===== src/rtl/pipe_hazard_ctrl.sv =====
// Stall/flush sequencer for the FD/DE/EM/MW pipeline: load-use interlock,
// data-memory wait freeze and E-stage redirect squash, plus a stall counter.
module pipe_hazard_ctrl #(
  parameter int REGNO    = 4,
  parameter int LOAD_LAT = 2,
  parameter int CNTW     = 16
) (
  input  logic             clk,
  input  logic             reset,
  input  logic [REGNO-1:0] src1Index_D,
  input  logic [REGNO-1:0] src2Index_D,
  input  logic             src1Used_D,
  input  logic             src2Used_D,
  input  logic [REGNO-1:0] destIndex_E,
  input  logic             regWrtEn_E,
  input  logic [1:0]       regFileMux_E,
  input  logic             noop_E,
  input  logic             redirect_E,
  input  logic             memBusy_M,
  output logic             pcWrtEn,
  output logic             fdWrtEn,
  output logic             deWrtEn,
  output logic             emWrtEn,
  output logic             mwWrtEn,
  output logic             fdNoop,
  output logic             deNoop,
  output logic             mwNoop,
  output logic [CNTW-1:0]  stallCycles
);

  typedef enum logic [1:0] {RUN, LSTALL, MWAIT} state_t;

  // Output pattern chosen this cycle; decoded into the enable/bubble pins below.
  typedef enum logic [2:0] {
    ACT_RESET,
    ACT_BUSY,
    ACT_REDIR,
    ACT_LOADSTALL,
    ACT_NORMAL
  } action_t;

  // Cycles spent in LSTALL after the first interlock cycle is LOAD_LAT-1.
  localparam logic [1:0] LCNT_INIT = (LOAD_LAT > 1) ? 2'(LOAD_LAT - 2) : 2'd0;

  state_t     state, state_n;
  state_t     ret_state, ret_state_n;
  state_t     eff_state;
  logic [1:0] lcnt, lcnt_n;
  action_t    action;
  logic       redir;
  logic       load_use;
  logic       src1_hit;
  logic       src2_hit;

  assign redir    = redirect_E & ~noop_E;
  assign src1_hit = src1Used_D & (src1Index_D == destIndex_E);
  assign src2_hit = src2Used_D & (src2Index_D == destIndex_E);
  assign load_use = regWrtEn_E & ~noop_E & (regFileMux_E == 2'b01) & (src1_hit | src2_hit);

  always_ff @(posedge clk) begin
    if (reset) begin
      state     <= RUN;
      ret_state <= RUN;
      lcnt      <= 2'd0;
    end else begin
      state     <= state_n;
      ret_state <= ret_state_n;
      lcnt      <= lcnt_n;
    end
  end

  // On release from MWAIT the controller behaves exactly as the state it left.
  always_comb begin
    state_n     = state;
    ret_state_n = ret_state;
    lcnt_n      = lcnt;
    action      = ACT_NORMAL;
    eff_state   = (state == MWAIT) ? ret_state : state;

    if (reset) begin
      action  = ACT_RESET;
      state_n = RUN;
    end else if (memBusy_M) begin
      action      = ACT_BUSY;
      state_n     = MWAIT;
      ret_state_n = eff_state;
    end else if (eff_state == LSTALL) begin
      action = ACT_LOADSTALL;
      if (lcnt == 2'd0) begin
        state_n = RUN;
      end else begin
        state_n = LSTALL;
        lcnt_n  = lcnt - 2'd1;
      end
    end else if (redir) begin
      action  = ACT_REDIR;
      state_n = RUN;
    end else if (load_use) begin
      action = ACT_LOADSTALL;
      if (LOAD_LAT > 1) begin
        state_n = LSTALL;
        lcnt_n  = LCNT_INIT;
      end else begin
        state_n = RUN;
      end
    end else begin
      action  = ACT_NORMAL;
      state_n = RUN;
    end
  end

  always_comb begin
    pcWrtEn = 1'b1;
    fdWrtEn = 1'b1;
    deWrtEn = 1'b1;
    emWrtEn = 1'b1;
    mwWrtEn = 1'b1;
    fdNoop  = 1'b0;
    deNoop  = 1'b0;
    mwNoop  = 1'b0;
    case (action)
      ACT_RESET: begin
        pcWrtEn = 1'b0;
        fdWrtEn = 1'b0;
        deWrtEn = 1'b0;
        emWrtEn = 1'b0;
        mwWrtEn = 1'b0;
        fdNoop  = 1'b1;
        deNoop  = 1'b1;
        mwNoop  = 1'b1;
      end
      ACT_BUSY: begin
        pcWrtEn = 1'b0;
        fdWrtEn = 1'b0;
        deWrtEn = 1'b0;
        emWrtEn = 1'b0;
        fdNoop  = 1'b1;
        deNoop  = 1'b1;
        mwNoop  = 1'b1;
      end
      ACT_REDIR: begin
        fdNoop = 1'b1;
        deNoop = 1'b1;
      end
      ACT_LOADSTALL: begin
        pcWrtEn = 1'b0;
        fdWrtEn = 1'b0;
        deNoop  = 1'b1;
      end
      default: begin
        pcWrtEn = 1'b1;
      end
    endcase
  end

  always_ff @(posedge clk) begin
    if (reset) begin
      stallCycles <= '0;
    end else if (!pcWrtEn && (stallCycles != {CNTW{1'b1}})) begin
      stallCycles <= stallCycles + 1'b1;
    end
  end

endmodule


===== config.mk =====
export PLATFORM = sky130hd
export DESIGN_NAME = pipe_hazard_ctrl
export DESIGN_NICKNAME = d
export VERILOG_FILES = /design/src/rtl/pipe_hazard_ctrl.sv
export SDC_FILE = /design/constraint.sdc
export NUM_CORES = 1
export LEC_CHECK = 0
export ABC_AREA = 0
export BUFFER_PORTS_ARGS = -buffer_cell sky130_fd_sc_hd__buf_4
export CORE_MARGIN = 8
export CORE_UTILIZATION = 45
export CTS_CLUSTER_SIZE = 40
export DETAILED_ROUTE_END_ITERATION = 16
export MAX_ROUTING_LAYER = met4
export PLACE_DENSITY = 0.74
export SLEW_MARGIN = 15
export SYNTH_ARGS = -nofsm -noshare
export SYNTH_HDL_FRONTEND = slang
export SYNTH_SLANG_ARGS = --single-unit

===== constraint.sdc =====
create_clock -name clk -period 3.9 [get_ports clk]
set_input_delay 0.585 -clock clk [delete_from_list [all_inputs] [get_ports clk]]
set_output_delay 0.585 -clock clk [all_outputs]
set_load 0.03 [all_outputs]

# After elaboration in Yosys (flattened, before gate mapping)
# Cells that the tools add are included.
# word_totals
output_inout_bits,24
inputBits,22
reg_bits,22
wordCells,58
# classes
n_mux,21
n_bitwise,9
addsub,2
n_eq_ne,11
n_reduce_logical,10
# op_table
op,n
"16-bit by 1-bit adder with 16-bit output, second input constant",1
"16-bit inequality test, second input constant",1
3-bit two-way mux,5
2-bit two-way mux,7
1-bit two-way mux,9
4-bit == test,2
1-bit bitwise AND,6
"3-bit by 2-bit == test with 1-bit output, second input constant",2
3-bit OR reduction,2
"2-bit by 1-bit == test with 1-bit output, second input constant",2
4-bit AND reduction,1
2-bit OR reduction,2
4-bit OR reduction,1
"3-bit by 1-bit == test with 1-bit output, second input constant",1
3-bit zero test,1
"2-bit == test, second input constant",1
2-bit zero test,1
"2-bit by 1-bit inequality test with 1-bit output, second input constant",1
"2-bit inequality test, second input constant",1
1-bit NOT,2
2-bit nonzero test,1
"2-bit by 1-bit subtractor with 2-bit output, second input constant",1
1-bit logical AND,1
1-bit bitwise OR,1

# Longest topological paths before layout
# logic_depth
ltp_word,12
mapped_depth,9
depth_no_buf,7

# Worst setup path before layout
# No wires, ideal clock.
# synth_timing
path_type,in2out
startpoint,in memBusy_M
endpoint,out pcWrtEn
n_path_buf,3
slack_ps,682
required_time_ps,3315
cell_stages,7
arrival_ps,2633
cell_sequence,buf_2 > nor2_1 > inv_2 > or2_1 > buf_2 > nor2_1 > buf_4
# synth_between
elab_chain_cells,5
# synth_rtl
element,line,rtl
from (decl),19,"input logic memBusy_M,"
3-bit two-way mux (*),83,end else if (memBusy_M) begin
3-bit two-way mux (*),80,if (reset) begin
3-bit by 1-bit == test with 1-bit output (tied with other cells),--,
3-bit OR reduction (no source line) (*),--,
1-bit two-way mux (*),--,
to (decl),20,"output logic pcWrtEn,"
# Every way passes the cells marked *; elsewhere a longest branch is shown, timed or not.

# Worst setup path in the final report
# layout_timing
startpoint,in reset
endpoint,out pcWrtEn
# layout_between
elab_chain_cells,4
# layout_rtl
element,line,rtl
from (decl),9,"input logic reset,"
3-bit two-way mux (*),80,
3-bit by 1-bit == test with 1-bit output (tied with other cells),121,case (action)
3-bit OR reduction (no source line) (*),--,
1-bit two-way mux (*),121,
# Marked as above.

==> metrics.csv <==
stage,metric,value,unit
clock_tree,cts_sinks,22,
grt,grt_pass1_vias,1255,
grt,grtUsageTotal,13.1,%
synthesis,synthesis.nets,180,
synthesis,ys_warn_count,0,
setup_path,rr_worst_depth,7,
synthesis,ys_ff_latch,22,
route,totalWireLength,3140,um
clock_tree,post_cts_buffers,0,
floorplanning,die_w,69.3,um
clock_tree,clk_pin_slew,110,ps
grt,grt_first_pass_wirelength,5460,um
power,combPwrFrac,17.0,%
route,vias_per_cell,5.42,
place,dp_cells,225,
worst_hold_path,worstHoldStart,stallCycles[6],
setup_path,reg2reg_from,stallCycles[0],
power,clkPwrFrac,35.3,%
sta,final.setup.tns,0,ps
clock_tree,cts_resized,0,
place,place.port_buffers,45,
synthesis,synth.distinct_cells,42,
power,p_seq_share,47.7,%
power,finalPower,0.489,mW
floorplanning,die-area,0.00480,mm2
synthesis,synth_area,0.00128,mm2
clock_tree,clk-insertion-delay-late,310,ps
synthesis,yosysSeqAreaShare,34.5,%
setup_path,cp_max_fo,22,
clock_tree,numCtsBuffers,3,
floorplanning,die_y,69.3,um
route,num_vias,1242,
synthesis,yosysTopAreaCellShare,34.5,%
power,p_int,0.370,mW
finish,final_nets,223,
run_status,status,"finished, final reports clean",
sta,finalHoldViolCount,0,
setup_path,crit_type,input pin to output pin,
clock_tree,tritoncts,built,
clock_tree,cts.path.max_buffers,2,
sta,layout_worst_path_cycle_share,60.9,%
worst_hold_path,hold_depth,2,
synthesis,avgSynthCellArea,8.19,um2
power,ir_drop,351,uV
sta,fin_ws,1530,ps
setup_path,crit_path_end_kind,output pin,
sta,fin_crit,2370,ps
sta,setup_viol_count_final,0,
grt,grt_max_degree,23,
floorplanning,core,0.00273,mm2
finish,fillers,263,
floorplanning,io_pins,46,
place,dp_slack,1520,ps
grt,grt-ovfl-total,0,
floorplanning,rows,19,
finish,fin_cells,229,
grt,antenna_found_initial,0,
power,p_per_area,294,mW/mm2
sta,slew_violations,0,
sta,finalClockSkew,13.9,ps
synthesis,synth_cells,156,
route,drt-initial-drc-count,59,
sta,tightestPinTransition,455,ps
clock_tree,htree_levels,1,
synthesis,synth_area_leaders,"dfxtp_1, xnor2_1, a21oi_1, nor2_1, or3_1",
route,first_pass_iters,4,
finish,area_delta_synth_final,30.2,%
setup_path,rr_endpoint,stallCycles[1],
sta,hold_ws,522,ps
synthesis,synth_top_area_cell,dfxtp_1,
setup_path,crit_start,reset,
power,switching_share,24.3,%
worst_hold_path,whs_endpoint,stallCycles[6],
route,wl_per_cell,13.7,um
route,final_antenna_net_count,0,
finish,diodes,0,
setup_path,critPathRequiredTime,3310,ps
clock_tree,hold_buffers,0,
sta,max_freq,0.421,GHz
place,place.detailed.hpwl,2520,um
finish,final_layout_size_suffix_gt1_share,29.8,%
clock_tree,cts-root-buf,clkbuf_4,
power,p_leak,0.655,nW
sta,relSlewSlack,69.4,%
floorplanning,start_util,46.7,%
flow_run,cap_violations,0,
power,switching_power,0.119,mW
setup_path,start_kind,input pin,
worst_hold_path,holdCritPathClass,register to register,
setup_path,reg2reg_slack,1850,ps
setup_path,crit_arrival,1790,ps
place,globalplace.congestion,0.936,
route,drc_errors,0,
sta,rsz0062_at_grt,no,
==> Yosys cell counts, drive strengths merged <==
| cell type | instances |
|---|---|
| a2111oi | 1 |
| a211oi | 1 |
| a21o | 1 |
| a21oi | 13 |
| and3b | 1 |
| and4 | 1 |
| buf | 5 |
| clkbuf | 2 |
| dfxtp | 22 |
| ha | 2 |
| inv | 9 |
| mux2i | 2 |
| nand2 | 13 |
| nand2b | 2 |
| nand3 | 6 |
| nand4 | 3 |
| nand4bb | 1 |
| nor2 | 15 |
| nor2b | 4 |
| nor3 | 3 |
| nor4 | 1 |
| nor4b | 1 |
| o211ai | 5 |
| o21ai | 15 |
| o21bai | 1 |
| o22ai | 1 |
| o32ai | 1 |
| or2 | 2 |
| or3 | 8 |
| or4 | 2 |
| xnor2 | 10 |
| xor2 | 2 |
==> registers in the layout (all words and copies together) (netlist names) <==
| register | count |
|---|---|
| stallCycles | 16 |
| lcnt | 2 |
| ret_state | 2 |
| state | 2 |
==> worst max-delay path by stage <==
stage,end,depth (start not counted)
finish,pcWrtEn,6
global placement,deNoop,6
detailed placement,fdWrtEn,6
global route,pcWrtEn,6
CTS,fdWrtEn,6
floorplan,pcWrtEn,7
==> kinds of logic after synthesis <==
logic type | synth area share (%)
xor+xnor | 9.40
flops | 34.5
mux | 1.57
buf+inv | 6.07
compound gates | 20.2
simple gates | 26.3
fa+ha+maj | 1.96
==> cell usage in the layout (no fill, tap or decap), types with 2 or more instances in the layout <==
master | Yosys | routed
o21ai_0 | 8 | 8
mux2i_1 | 2 | 2
nand3_1 | 5 | 5
buf_4 | 2 | 45
nor2b_1 | 4 | 4
inv_1 | 8 | 8
ha_1 | 2 | 2
o211ai_1 | 5 | 5
nand4_1 | 3 | 3
or3_1 | 8 | 8
xnor2_2 | 2 | 2
nand2b_1 | 2 | 2
or4_1 | 2 | 2
xor2_1 | 2 | 2
dfxtp_1 | 22 | 22
a21oi_1 | 13 | 13
xnor2_1 | 8 | 8
clkbuf_4 | 0 | 3
nor3_1 | 3 | 3
nor2_1 | 15 | 15
o21ai_1 | 5 | 5
nand2_1 | 12 | 12
==> stage by stage <==
step | util [%] | cell area (um2)
2_1_floorplan | - | 1280
3_3_place_gp | 58.9 | 1610
3_5_place_dp | 58.9 | 1610
4_1_cts | 60.8 | 1660
5_1_grt | 60.8 | 1660
6_report | 60.8 | 1660
==> per-layer routing <==
metal  global-route usage, %  vias up  wire length (um)
met5                       -        -                 0
met4                   0.683        0                10
met3                    3.86        2               168
met2                    23.8       29              1640
met1                    14.4      574              1320
li1                        -      637                 -
==> critical path, cell delays in order <==
cell    delay [ps]
buf_4          190
nor2_1         230
inv_2           70
or2_1          350
nor2_1         180
buf_4          180
==> power groups by stage <==
stage	sequential, mW	combinational (mW)	clock (mW)
final	0.233	0.0833	0.173
after global routing	0.234	0.0898	0.186
after CTS	0.233	0.0841	0.179
after detailed placement	0.238	0.0839	0
after global placement	0.238	0.0813	0
after floorplan	0.244	0.0444	0
==> final cells by class <==
| cell class | instances | area [um2] | area share (%) |
|---|---|---|---|
| inverters | 9 | 33.8 | 2.03 |
| well taps | 31 | 38.8 | 2.33 |
| clock buffers | 3 | 22.5 | 1.35 |
| clock inverters | 1 | 30.0 | 1.81 |
| flip-flops and latches | 22 | 440 | 26.5 |
| repair buffers | 45 | 338 | 20.3 |
| multi-input cells | 118 | 759 | 45.7 |
No activity file was read; power rests on OpenSTA's default activity.
